## config.mk

```make
export PLATFORM = sky130hd
export DESIGN_NAME = knn_distance
export DESIGN_NICKNAME = d
export VERILOG_FILES = /design/src/rtl/knn_pkg.sv /design/src/rtl/knn_chan_dist.sv /design/src/rtl/knn_distance.sv
export SDC_FILE = /design/constraint.sdc
export NUM_CORES = 1
export LEC_CHECK = 0
export BUFFER_PORTS_ARGS = -buffer_cell sky130_fd_sc_hd__buf_4
export CORE_MARGIN = 4
export CORE_UTILIZATION = 50
export DETAILED_ROUTE_END_ITERATION = 12
export PLACE_DENSITY = 0.77
export SYNTH_ARGS = -nofsm -noshare
export SYNTH_HDL_FRONTEND = slang
export SYNTH_SLANG_ARGS = --single-unit
```

## constraint.sdc

```tcl
create_clock -name clk_en -period 6.5 [get_ports clk_en]
set_input_delay 1.3 -clock clk_en [delete_from_list [all_inputs] [get_ports clk_en]]
set_output_delay 1.3 -clock clk_en [all_outputs]
set_load 0.005 [all_outputs]
```

## src/rtl/knn_pkg.sv

```systemverilog
// knn_pkg: shared widths, FSM state encoding and distance helpers for the
// KNN distance engine.
// Build option: define KNN_SQ_DIST_EN to switch from Manhattan distance to
// saturated squared-Euclidean distance.
package knn_pkg;

    localparam int DIST_W  = 14;
    localparam int LABEL_W = 4;
    localparam int CH_W    = 8;
    localparam logic [DIST_W-1:0] SAT = 14'h3FFF;

`ifdef KNN_SQ_DIST_EN
    // Per-channel square is 16 bits; three of them sum to at most 195075.
    localparam int CHD_W = 2 * CH_W;
    localparam int SUM_W = 18;
`else
    // Per-channel |a-b| is 8 bits; three of them sum to at most 765.
    localparam int CHD_W = CH_W;
    localparam int SUM_W = 10;
`endif

    typedef enum logic [2:0] {
        ST_IDLE     = 3'd0,
        ST_PREFETCH = 3'd1,
        ST_RUN      = 3'd2,
        ST_END1     = 3'd3,
        ST_END2     = 3'd4,
        ST_DONE     = 3'd5
    } knn_state_e;

`ifdef KNN_SQ_DIST_EN
    function automatic logic [DIST_W-1:0] sat_dist(input logic [SUM_W-1:0] s);
        if (s > SUM_W'(SAT)) return SAT;
        return s[DIST_W-1:0];
    endfunction
`endif

endpackage

```

## src/rtl/knn_chan_dist.sv

```systemverilog
// knn_chan_dist: distance contribution of one colour channel.
// Ports:
//   a, b : 8-bit channel values
//   d    : |a-b|, or (a-b)^2 when KNN_SQ_DIST_EN is defined
module knn_chan_dist
    import knn_pkg::*;
(
    input  logic [CH_W-1:0]  a,
    input  logic [CH_W-1:0]  b,
    output logic [CHD_W-1:0] d
);

    logic [CH_W-1:0] abs_diff;

    assign abs_diff = (a > b) ? (a - b) : (b - a);

`ifdef KNN_SQ_DIST_EN
    assign d = CHD_W'(abs_diff) * CHD_W'(abs_diff);
`else
    assign d = abs_diff;
`endif

endmodule

```

## src/rtl/knn_distance.sv

```systemverilog
// knn_distance: streams a dictionary ROM group by group and emits, one beat
// per entry, the colour distance between each entry and a latched query pixel.
// Build option: KNN_SQ_DIST_EN selects saturated squared distance and adds one
// pipeline stage to all beat/marker outputs.
// Ports:
//   clk_en, reset_n        : rising-edge clock, async active-low reset
//   start, sample_rgb      : begin a classification with query {R,G,B}
//   dic_addr, dic_rd       : ROM read request (data returns one cycle later)
//   dic_data               : {label, R, G, B} from the ROM
//   dist_valid, distance, m: registered per-entry result beat
//   dic_end, dic_end_q     : two-cycle group-end marker
//   dic_go, knn_fin, busy  : run status
//
// state    | meaning
// IDLE     | waiting for start
// PREFETCH | covers the ROM latency of the first read
// RUN      | one distance beat per cycle for the current group
// END1     | first group-end cycle (dic_end)
// END2     | second group-end cycle (dic_end, dic_end_q)
// DONE     | all groups processed, knn_fin held until next start
module knn_distance
    import knn_pkg::*;
#(
    parameter int DIC_GROUPS = 16,
    parameter int GROUP_SIZE = 4
) (
    input  logic        clk_en,
    input  logic        reset_n,
    input  logic        start,
    input  logic [23:0] sample_rgb,
    output logic [5:0]  dic_addr,
    output logic        dic_rd,
    input  logic [27:0] dic_data,
    output logic        dic_go,
    output logic        dist_valid,
    output logic [13:0] distance,
    output logic [3:0]  m,
    output logic        dic_end,
    output logic        dic_end_q,
    output logic        knn_fin,
    output logic        busy
);

    localparam int K_W = (GROUP_SIZE > 1) ? $clog2(GROUP_SIZE) : 1;
    localparam int G_W = $clog2(DIC_GROUPS + 1);

    knn_state_e     state_q, state_d;
    logic [K_W-1:0] beat_q, beat_d;
    logic [G_W-1:0] grp_q, grp_d;
    logic [5:0]     rd_addr_q, rd_addr_d;
    logic [23:0]    sample_q, sample_d;
    logic           start_acc, last_beat, last_grp, load;
    logic           go_c, end_c, endq_c, done_c;

    assign start_acc = start & reset_n & ((state_q == ST_IDLE) || (state_q == ST_DONE));
    assign last_beat = (beat_q == K_W'(GROUP_SIZE - 1));
    assign last_grp  = (grp_q == G_W'(DIC_GROUPS - 1));

    always_ff @(posedge clk_en or negedge reset_n) begin
        if (!reset_n) state_q <= ST_IDLE;
        else          state_q <= state_d;
    end

    always_comb begin
        state_d = state_q;
        case (state_q)
            ST_IDLE, ST_DONE: if (start_acc) state_d = ST_PREFETCH;
            ST_PREFETCH:      state_d = ST_RUN;
            ST_RUN:           if (last_beat) state_d = ST_END1;
            ST_END1:          state_d = ST_END2;
            ST_END2:          state_d = last_grp ? ST_DONE : ST_RUN;
            default:          state_d = ST_IDLE;
        endcase
    end

    // Reads run two cycles ahead of the beat they feed: the first two entries
    // of each group are fetched in PREFETCH/IDLE or END1/END2, the rest while
    // earlier beats of the same group are still streaming.
    always_comb begin
        dic_rd = 1'b0;
        go_c   = 1'b0;
        end_c  = 1'b0;
        endq_c = 1'b0;
        done_c = 1'b0;
        busy   = 1'b1;
        case (state_q)
            ST_IDLE: begin
                busy   = 1'b0;
                dic_rd = start_acc;
            end
            ST_DONE: begin
                busy   = 1'b0;
                done_c = 1'b1;
                dic_rd = start_acc;
            end
            ST_PREFETCH: dic_rd = 1'b1;
            ST_RUN: begin
                go_c   = 1'b1;
                dic_rd = (int'(beat_q) + 2 < GROUP_SIZE);
            end
            ST_END1: begin
                go_c   = 1'b1;
                end_c  = 1'b1;
                dic_rd = !last_grp;
            end
            ST_END2: begin
                go_c   = 1'b1;
                end_c  = 1'b1;
                endq_c = 1'b1;
                dic_rd = !last_grp;
            end
            default: busy = 1'b0;
        endcase
    end

    assign dic_addr = start_acc ? 6'd0 : rd_addr_q;

    always_comb begin
        beat_d    = beat_q;
        grp_d     = grp_q;
        rd_addr_d = rd_addr_q;
        sample_d  = sample_q;
        if (start_acc) begin
            beat_d    = '0;
            grp_d     = '0;
            rd_addr_d = 6'd1;
            sample_d  = sample_rgb;
        end else begin
            if (dic_rd) rd_addr_d = rd_addr_q + 6'd1;
            if (state_q == ST_RUN) beat_d = last_beat ? '0 : beat_q + K_W'(1);
            if (state_q == ST_END2) grp_d = grp_q + G_W'(1);
        end
    end

    always_ff @(posedge clk_en or negedge reset_n) begin
        if (!reset_n) begin
            beat_q    <= '0;
            grp_q     <= '0;
            rd_addr_q <= '0;
            sample_q  <= '0;
        end else begin
            beat_q    <= beat_d;
            grp_q     <= grp_d;
            rd_addr_q <= rd_addr_d;
            sample_q  <= sample_d;
        end
    end

    // dic_data in the cycle before a RUN cycle always holds that beat's entry.
    assign load = (state_d == ST_RUN);

    logic [CHD_W-1:0] cd_r, cd_g, cd_b;

    knn_chan_dist u_dist_r (.a(dic_data[23:16]), .b(sample_q[23:16]), .d(cd_r));
    knn_chan_dist u_dist_g (.a(dic_data[15:8]),  .b(sample_q[15:8]),  .d(cd_g));
    knn_chan_dist u_dist_b (.a(dic_data[7:0]),   .b(sample_q[7:0]),   .d(cd_b));

    logic [SUM_W-1:0]   sum;
    logic [DIST_W-1:0]  dist_src;
    logic [LABEL_W-1:0] lbl_src;
    logic               vld_src;

`ifdef KNN_SQ_DIST_EN
    logic [CHD_W-1:0]   p1_r_q, p1_r_d, p1_g_q, p1_g_d, p1_b_q, p1_b_d;
    logic [LABEL_W-1:0] p1_lbl_q, p1_lbl_d;
    logic               p1_vld_q, p1_vld_d;
    logic [3:0]         ctl_q, ctl_d;

    always_comb begin
        p1_vld_d = load;
        p1_r_d   = load ? cd_r : p1_r_q;
        p1_g_d   = load ? cd_g : p1_g_q;
        p1_b_d   = load ? cd_b : p1_b_q;
        p1_lbl_d = load ? dic_data[27:24] : p1_lbl_q;
        // Markers are delayed by the extra stage so they stay beat-aligned.
        ctl_d    = {go_c, end_c, endq_c, done_c & ~start_acc};
    end

    always_ff @(posedge clk_en or negedge reset_n) begin
        if (!reset_n) begin
            p1_r_q   <= '0;
            p1_g_q   <= '0;
            p1_b_q   <= '0;
            p1_lbl_q <= '0;
            p1_vld_q <= 1'b0;
            ctl_q    <= '0;
        end else begin
            p1_r_q   <= p1_r_d;
            p1_g_q   <= p1_g_d;
            p1_b_q   <= p1_b_d;
            p1_lbl_q <= p1_lbl_d;
            p1_vld_q <= p1_vld_d;
            ctl_q    <= ctl_d;
        end
    end

    assign sum       = SUM_W'(p1_r_q) + SUM_W'(p1_g_q) + SUM_W'(p1_b_q);
    assign dist_src  = sat_dist(sum);
    assign lbl_src   = p1_lbl_q;
    assign vld_src   = p1_vld_q;
    assign dic_go    = ctl_q[3];
    assign dic_end   = ctl_q[2];
    assign dic_end_q = ctl_q[1];
    assign knn_fin   = ctl_q[0] & ~start_acc;
`else
    assign sum       = SUM_W'(cd_r) + SUM_W'(cd_g) + SUM_W'(cd_b);
    assign dist_src  = DIST_W'(sum);
    assign lbl_src   = dic_data[27:24];
    assign vld_src   = load;
    assign dic_go    = go_c;
    assign dic_end   = end_c;
    assign dic_end_q = endq_c;
    assign knn_fin   = done_c & ~start_acc;
`endif

    logic               dist_valid_q, dist_valid_d;
    logic [DIST_W-1:0]  distance_q, distance_d;
    logic [LABEL_W-1:0] m_q, m_d;

    always_comb begin
        dist_valid_d = vld_src;
        distance_d   = vld_src ? dist_src : distance_q;
        m_d          = vld_src ? lbl_src : m_q;
    end

    always_ff @(posedge clk_en or negedge reset_n) begin
        if (!reset_n) begin
            dist_valid_q <= 1'b0;
            distance_q   <= '0;
            m_q          <= '0;
        end else begin
            dist_valid_q <= dist_valid_d;
            distance_q   <= distance_d;
            m_q          <= m_d;
        end
    end

    assign dist_valid = dist_valid_q;
    assign distance   = distance_q;
    assign m          = m_q;

endmodule

```

==> summary.txt, run 1 <==
Clock tree
  – Sink Count: 55
  – CTS tree: done
  – Root buf cell: clkbuf_8
  – Post-CTS Repair Setup Buffers: 0
  – CTS Buf Count: 5
  – CTS resizes: 0
  – H-tree depth: 2
  – Clk_lat worst skew: 310 ps
  – Clock Pin Slew Worst Setup and Hold Paths: 100 ps
  – CTS Hold Bufs: 0
  – Max Root-Sink Buffers: 2

Run status
  – Run status: complete, no violations

Floorplanning
  – Die width: 104.2 um
  – Die Height: 104.2 um
  – DIE AREA: 10,850 sq um
  – Core area: 8848 sq um
  – # rows: 34
  – Starting Density: 52.26%
  – I/O pin cnt: 86

Global route
  – Remaining global-route overflow: 0
  – Initial antenna violation count: 0
  – First-pass GRT wire length: 16.66 mm
  – Vias in the first global route: 3,701
  – Total GRT Usage: 18.19%
  – Largest net degree at the start of global routing: 57

Hold path
  – Hold Path Sink: distance[2]
  – Worst hold path type: reg2reg
  – Hold Crit Start: distance[2]
  – Hold Path Depth: 2

Cells and area
  – Layout cell share with drive strength beyond 1: 18.99%
  – NumNets Final: 720
  – ANT cells: 0
  – Cell area after layout: 5450 sq um
  – Area delta synth->final: 17.86%

Timing
  – Relative slew slack: 48.32%
  – Fin Clk Skew: 6.689 ps
  – Highest clock rate: 193.8 MHz
  – Fin Setup TNS: 0 ps
  – Final min period: 5161 ps
  – Period utilization: 79.40%
  – Final hold violations: 0
  – Slew Viols, Final: 0
  – Hold Slack: 495.7 ps
  – RSZ-0062 raised after global routing: false
  – Final setup viols: 0
  – Slew at the pin closest to its max-slew limit: 773.3 ps

Route
  – Drt wl/cell: 13.99 um
  – 1st-iter DRT viols: 127
  – Via/cell ratio: 5.218
  – DRT Pass-1 Iters: 4
  – Antenna-violating nets left: 0
  – WL final: 9.833 mm
  – Post-route DRC: 0
  – Via count: 3,668

Synthesis
  – Post-synth top flop: dfrtp_1
  – Synth warnings: 0
  – Distinct cells, synth: 56
  – Post-synthesis cell count: 517
  – Syn_area_per_cell: 8.945 sq um
  – Post-synthesis sequential area ratio: 29.76%
  – Post-synth EDFFs: 0
  – FFs w/ async S/R, synth: 100.0%
  – Flops & latches, synth: 55
  – Mapped Area: 4624 sq um

Placed design
  – Routability cong.: 0.8577
  – DP HPWL: 7.718 mm
  – Number of port buffers: 81
  – Placed Area: 5318 sq um

Worst setup path
  – CP top delay family: compound AO/OA/AOI/OAI gates
  – CP max FO: 7
  – R2R Path Start: sample_q[0]
  – Crit Reg-Reg Endpoint: distance[8]
  – Critical path buffer and inverter count: 5
  – Critical-path cell list: buf_4 > inv_1 > ha_1 > inv_1 > fa_1 > nand3_1 > a21oi_1 > o22ai_1 > buf_4 > mux2i_1 > xor2_1 > fa_1 > inv_1 > ha_1 > a21o_1 > a21oi_1 > o21bai_1 > a21oi_1 > o21ai_0 > xor2_1 > o21ai_0
  – Crit path DAT: 5390 ps
  – Critical path type: in2reg
  – Critical Path End Type: flop
  – R2r setup slk: 2130 ps
  – Max incr delay on CP: 510 ps
  – Critical Path Source Type: input port
  – Worst path required time: 6730 ps
  – Worst path slowest cell: fa_1
  – Worst-case reg-to-reg path depth: 19

Job
  – Max_cap viols: 0
[cell usage after synthesis (4+ instances only)]
master	n	area [sq um]
o22ai_1	4	25.02
and2_1	7	43.79
nor3_1	4	20.02
a21oi_1	32	160.2
buf_4	5	37.54
ha_1	56	700.7
a21o_1	13	97.59
nor2_1	15	56.30
fa_1	15	300.3
buf_2	5	25.02
mux2i_1	16	160.2
xor2_1	15	131.4
inv_1	78	292.8
xnor2_1	19	166.4
dfrtp_1	55	1376
nand2_1	55	206.5
nand4_1	7	43.79
o21ai_0	47	235.2
mux2_2	9	101.4
clkbuf_1	7	26.28
nand3_1	5	25.02
[stage by stage]
stage	setup WS (ps)	utilization [%]	std cells
2_1_floorplan	1691	-	520
3_3_place_gp	1229	60.10	695
3_5_place_dp	1125	60.10	695
4_1_cts	1358	61.60	703
5_1_grt	1043	61.60	703
6_report	1339	61.60	703
[cell type report]
cell class | count | area (sq um)
Multi-Input combinational cell | 368 | 2870
Clock buffer | 6 | 72.57
Fill cell | 770 | 3398
Clock inverter | 2 | 60.06
Timing Repair Buffer | 84 | 630.6
Tap cell | 108 | 135.1
Sequential cell | 55 | 1376
Inverter | 80 | 305.3
[how the worst max path moves through the flow]
stage,start,endpoint,slack (ps),cells after the start
6_report,dic_data[0],distance[8],1340,21
5_1_grt,dic_data[0],distance[8],1040,21
4_1_cts,dic_data[0],distance[8],1360,21
3_5_place_dp,dic_data[0],distance[8],1130,21
3_3_place_gp,dic_data[0],distance[9],1230,20
2_1_floorplan,dic_data[16],distance[8],1690,19
[worst register-to-register path, delay by kind of cell, from the launching register on]
kind                     cells  cell delay, ps
AND/OR/NAND/NOR              1             100
adder cells (fa/ha/maj)      4            1260
flip-flops                   1             360
XOR/XNOR                     2             440
AO/OA/AOI/OAI                8            1480
multiplexers                 1             260
buffers and inverters        3             390
[per-layer routing]
layer	track usage (%)	share of wire [%]	wire [um]
met2	30.64	47	4627
met5	0	0	0
met1	23.33	46	4526
met4	4.938	1.4	140
met3	4.469	5.5	539
[cells in the final DEF, fill, tap and decap left out, types with 2 or more instances in the layout]
cell type	n
and2_1	7
mux2i_1	16
conb_1	4
a21o_1	13
and3_1	2
xnor2_1	19
inv_1	78
a211oi_1	3
o221ai_1	2
o21a_1	2
a31oi_1	3
nand4_1	7
mux2_2	9
or3_1	2
o22ai_1	4
buf_4	84
nand2_1	55
a21oi_1	32
ha_1	56
nand2b_1	2
o21ai_0	47
xor2_1	15
fa_1	15
dfrtp_1	55
bufinv_16	2
nor3_1	3
nor2_1	15
o21ai_4	2
o21bai_1	3
and2_2	2
clkbuf_8	5
nand3_1	5
[registers in the layout (all words and copies together), names as in the netlist]
signal      flops
beat_q          2
dist_valid      1
distance       10
grp_q           5
m               4
rd_addr_q       6
sample_q       24
state_q         3
[cells by family (layout without fill, tap and decap cells)]
group / after synthesis / in the layout / share of synthesized area [%]
flip-flops: 55 / 55 / 29.76
adder cells (fa/ha/maj): 71 / 71 / 21.65
other: 1 / 4 / 0.08109
AND/OR/NAND/NOR: 110 / 110 / 11.36
XOR/XNOR: 34 / 34 / 6.439
buffers and inverters: 97 / 172 / 8.523
AO/OA/AOI/OAI: 123 / 123 / 16.29
multiplexers: 26 / 26 / 5.898
Power of run 1 is not shown: default switching activity piles up to over one toggle a cycle in this logic, so the estimate is an artifact.
==> run 2: changes to the inputs <==
--- a/config.mk
+++ b/config.mk
@@ -9,7 +9,7 @@
 export CORE_MARGIN = 4
 export CORE_UTILIZATION = 50
 export DETAILED_ROUTE_END_ITERATION = 12
-export PLACE_DENSITY = 0.77
+export PLACE_DENSITY = 0.8
 export SYNTH_ARGS = -nofsm -noshare
 export SYNTH_HDL_FRONTEND = slang
 export SYNTH_SLANG_ARGS = --single-unit
==> constraint.sdc (replaced) <==
create_clock -name clk_en -period 4.6 [get_ports clk_en]
set_input_delay 0.92 -clock clk_en [delete_from_list [all_inputs] [get_ports clk_en]]
set_output_delay 0.92 -clock clk_en [all_outputs]
set_load 0.005 [all_outputs]
==> run 2 against run 1 <==
Net effect: count of clock-buffer cells in the layout fell by 1; non-clock buffer count up 24; first-iteration DRC count is 24% higher; critical path depth fell by 1; critical endpoint is now distance[9]; largest cell class unchanged; via count up 4.7%.
==> summary.txt, run 2 (synthesis gave the netlist of run 1 again) <==
Route
  – DRT Pass-1 Iters: 5 (+1)
  – Drt wl/cell: 14.92 um (+6.6%)
  – WL final: 10.84 mm (+10%)
  – Via count: 3,842 (+4.7%)
  – Post-route DRC: 0 (unchanged)
  – Via/cell ratio: 5.285 (+1.3%)
  – 1st-iter DRT viols: 157 (+24%)
  – Antenna-violating nets left: 0 (unchanged)

Worst setup path
  – Max incr delay on CP: 560 ps (+50 ps)
  – Crit path DAT: 4630 ps (-760 ps)
  – Worst path slowest cell: fa_1
  – CP max FO: 6 (-1)
  – Critical Path Source Type: input port
  – Critical path buffer and inverter count: 4 (-1)
  – CP top delay family: compound AO/OA/AOI/OAI gates
  – Worst path required time: 4780 ps (-1950 ps)
  – Critical-path cell list: buf_4 > inv_1 > ha_1 > inv_1 > fa_1 > a21o_1 > a21oi_2 > o21a_1 > nor2_4 > mux2_2 > xor2_1 > fa_1 > inv_1 > ha_4 > a21oi_1 > o21bai_1 > a21o_1 > a21o_1 > a21oi_1 > o31ai_1
  – Critical path type: in2reg
  – Critical Path End Type: flop

Timing
  – Final min period: 4450 ps
  – Slew Viols, Final: 0 (unchanged)
  – Highest clock rate: 224.7 MHz
  – Setup WS post-layout: 150.5 ps (-1188 ps)
  – Relative slew slack: 45.93% (-2.4 points)
  – Final setup viols: 0 (unchanged)
  – Final hold violations: 0 (unchanged)
  – Slew at the pin closest to its max-slew limit: 809.1 ps (+35.84 ps)
  – Fin Clk Skew: 7.824 ps (+1.135 ps)
  – Period utilization: 96.73%

Floorplanning
  – I/O pin cnt: 86 (unchanged)
  – DIE AREA: 10,850 sq um (unchanged)
  – Starting Density: 52.26% (unchanged)
  – # rows: 34 (unchanged)
  – Die width: 104.2 um (unchanged)
  – Core area: 8848 sq um (unchanged)
  – Die Height: 104.2 um (unchanged)

Placed design
  – Number of port buffers: 81 (unchanged)
  – Routability cong.: 0.9368 (+9.2%)
  – Dpl ws: -255.6 ps (-1381 ps)
  – DP HPWL: 8.481 mm (+9.9%)

Cells and area
  – Top reg by flops: sample_q
  – Most common cell after layout, fill and taps aside: buf_4
  – Max reg flops: 24 (unchanged)
  – Area delta synth->final: 22.32%
  – Highest-count cells in the layout ignoring fill and taps: 108 x buf_4, 78 x inv_1, 55 x nand2_1, 55 x ha_1, 55 x dfrtp_1
  – NumNets Final: 744 (+3.3%)
  – ANT cells: 0 (unchanged)
  – Final Util: 63.93% (+2.3 points)
  – Layout cell share with drive strength beyond 1: 24.07% (+5.1 points)

Global route
  – Vias in the first global route: 3,975 (+7.4%)
  – Total GRT Usage: 19.88% (+1.7 points)
  – Remaining global-route overflow: 0 (unchanged)
  – Initial antenna violation count: 0 (unchanged)
  – First-pass GRT wire length: 18.10 mm (+8.7%)
  – Largest net degree at the start of global routing: 61 (+7.0%)

Clock tree
  – CTS Buf Count: 5 (unchanged)
  – Clock Pin Slew Worst Setup and Hold Paths: 110 ps (about the same)
  – CTS Hold Bufs: 0 (unchanged)
  – Root buf cell: clkbuf_8
  – Max Root-Sink Buffers: 2 (unchanged)
  – CTS tree: done
  – Sink Count: 55 (unchanged)
  – H-tree depth: 2 (unchanged)
  – Clk_lat worst skew: 310 ps (about the same)

Hold path
  – Worst hold path type: reg2reg

Run status
  – Run status: complete, no violations

Job
  – Max_cap viols: 0 (unchanged)
## run 2: cell count changes in the layout (fill, tap and decap cells not counted), sizes merged
cell,previous run,this run
bufinv,2,0
clkinv,1,2
inv,79,81
buf,84,108
clkbuf,6,5
## run 2: through the flow
| step | hold slack (ps) | instance area (sq um) | TNS, ps | cells |
|---|---|---|---|---|
| CTS | 509.0 | 5567 | 0 | 724 |
| finish | 510.6 | 5657 | 0 | 727 |
| global route | 544.7 | 5657 | -221.6 | 727 |
| floorplan | 472.6 | 4636 | 0 | 520 |
| global placement | 468.3 | 5475 | -14.94 | 716 |
| detailed placement | 485.0 | 5475 | -952.8 | 716 |
## run 2: routing by layer
layer  track usage (%)  routed length (um)  vias up
met1             24.16                4612     1794
li1                  -                   -     1918
met3             4.345                 634       16
met4             4.843                 188        0
met2             35.75                5408      114
met5                 0                   0        -
## run 2: cell type report
class | instances | area, sq um
fillers | 742 | 3192
multi-input cells | 368 | 2938
flip-flops and latches | 55 | 1376
repair buffers | 108 | 810.8
inverters | 80 | 305.3
well taps | 108 | 135.1
clock buffers | 5 | 68.82
clock inverters | 3 | 22.52
## run 2: worst paths after layout
kind,from,end,slack (ps),cells past startpoint
min in group asynchronous,reset_n,rd_addr_q[3],770,2
worst max register to register,sample_q[13],distance[9],470,16
max in group asynchronous,reset_n,distance[7],3370,2
worst max-delay path,dic_data[16],distance[9],150,20
worst min-delay path,distance[3],distance[3],510,2
worst min register to register,distance[3],distance[3],510,2
## run 2: worst reg2reg max path: stages, from the launching register on
cell,delay (ps)
dfrtp_1,410
ha_1,320
nand4_1,180
or3_4,460
o21ai_4,120
buf_4,160
mux2i_1,200
xor2_1,260
fa_1,500
fa_2,420
inv_1,100
a21oi_1,80
o21bai_1,220
a21o_1,160
a21o_1,150
a21oi_1,90
o31ai_1,210
## run 2: what timing repair did
| action | CTS | global route |
|---|---|---|
| buffers inserted | 0 | 3 |
| resized for setup | 0 | 14 |
| hold endpoints to repair | 0 | 0 |
| setup endpoints to repair | 0 | 4 |
Power of run 2 is left out for the same reason.
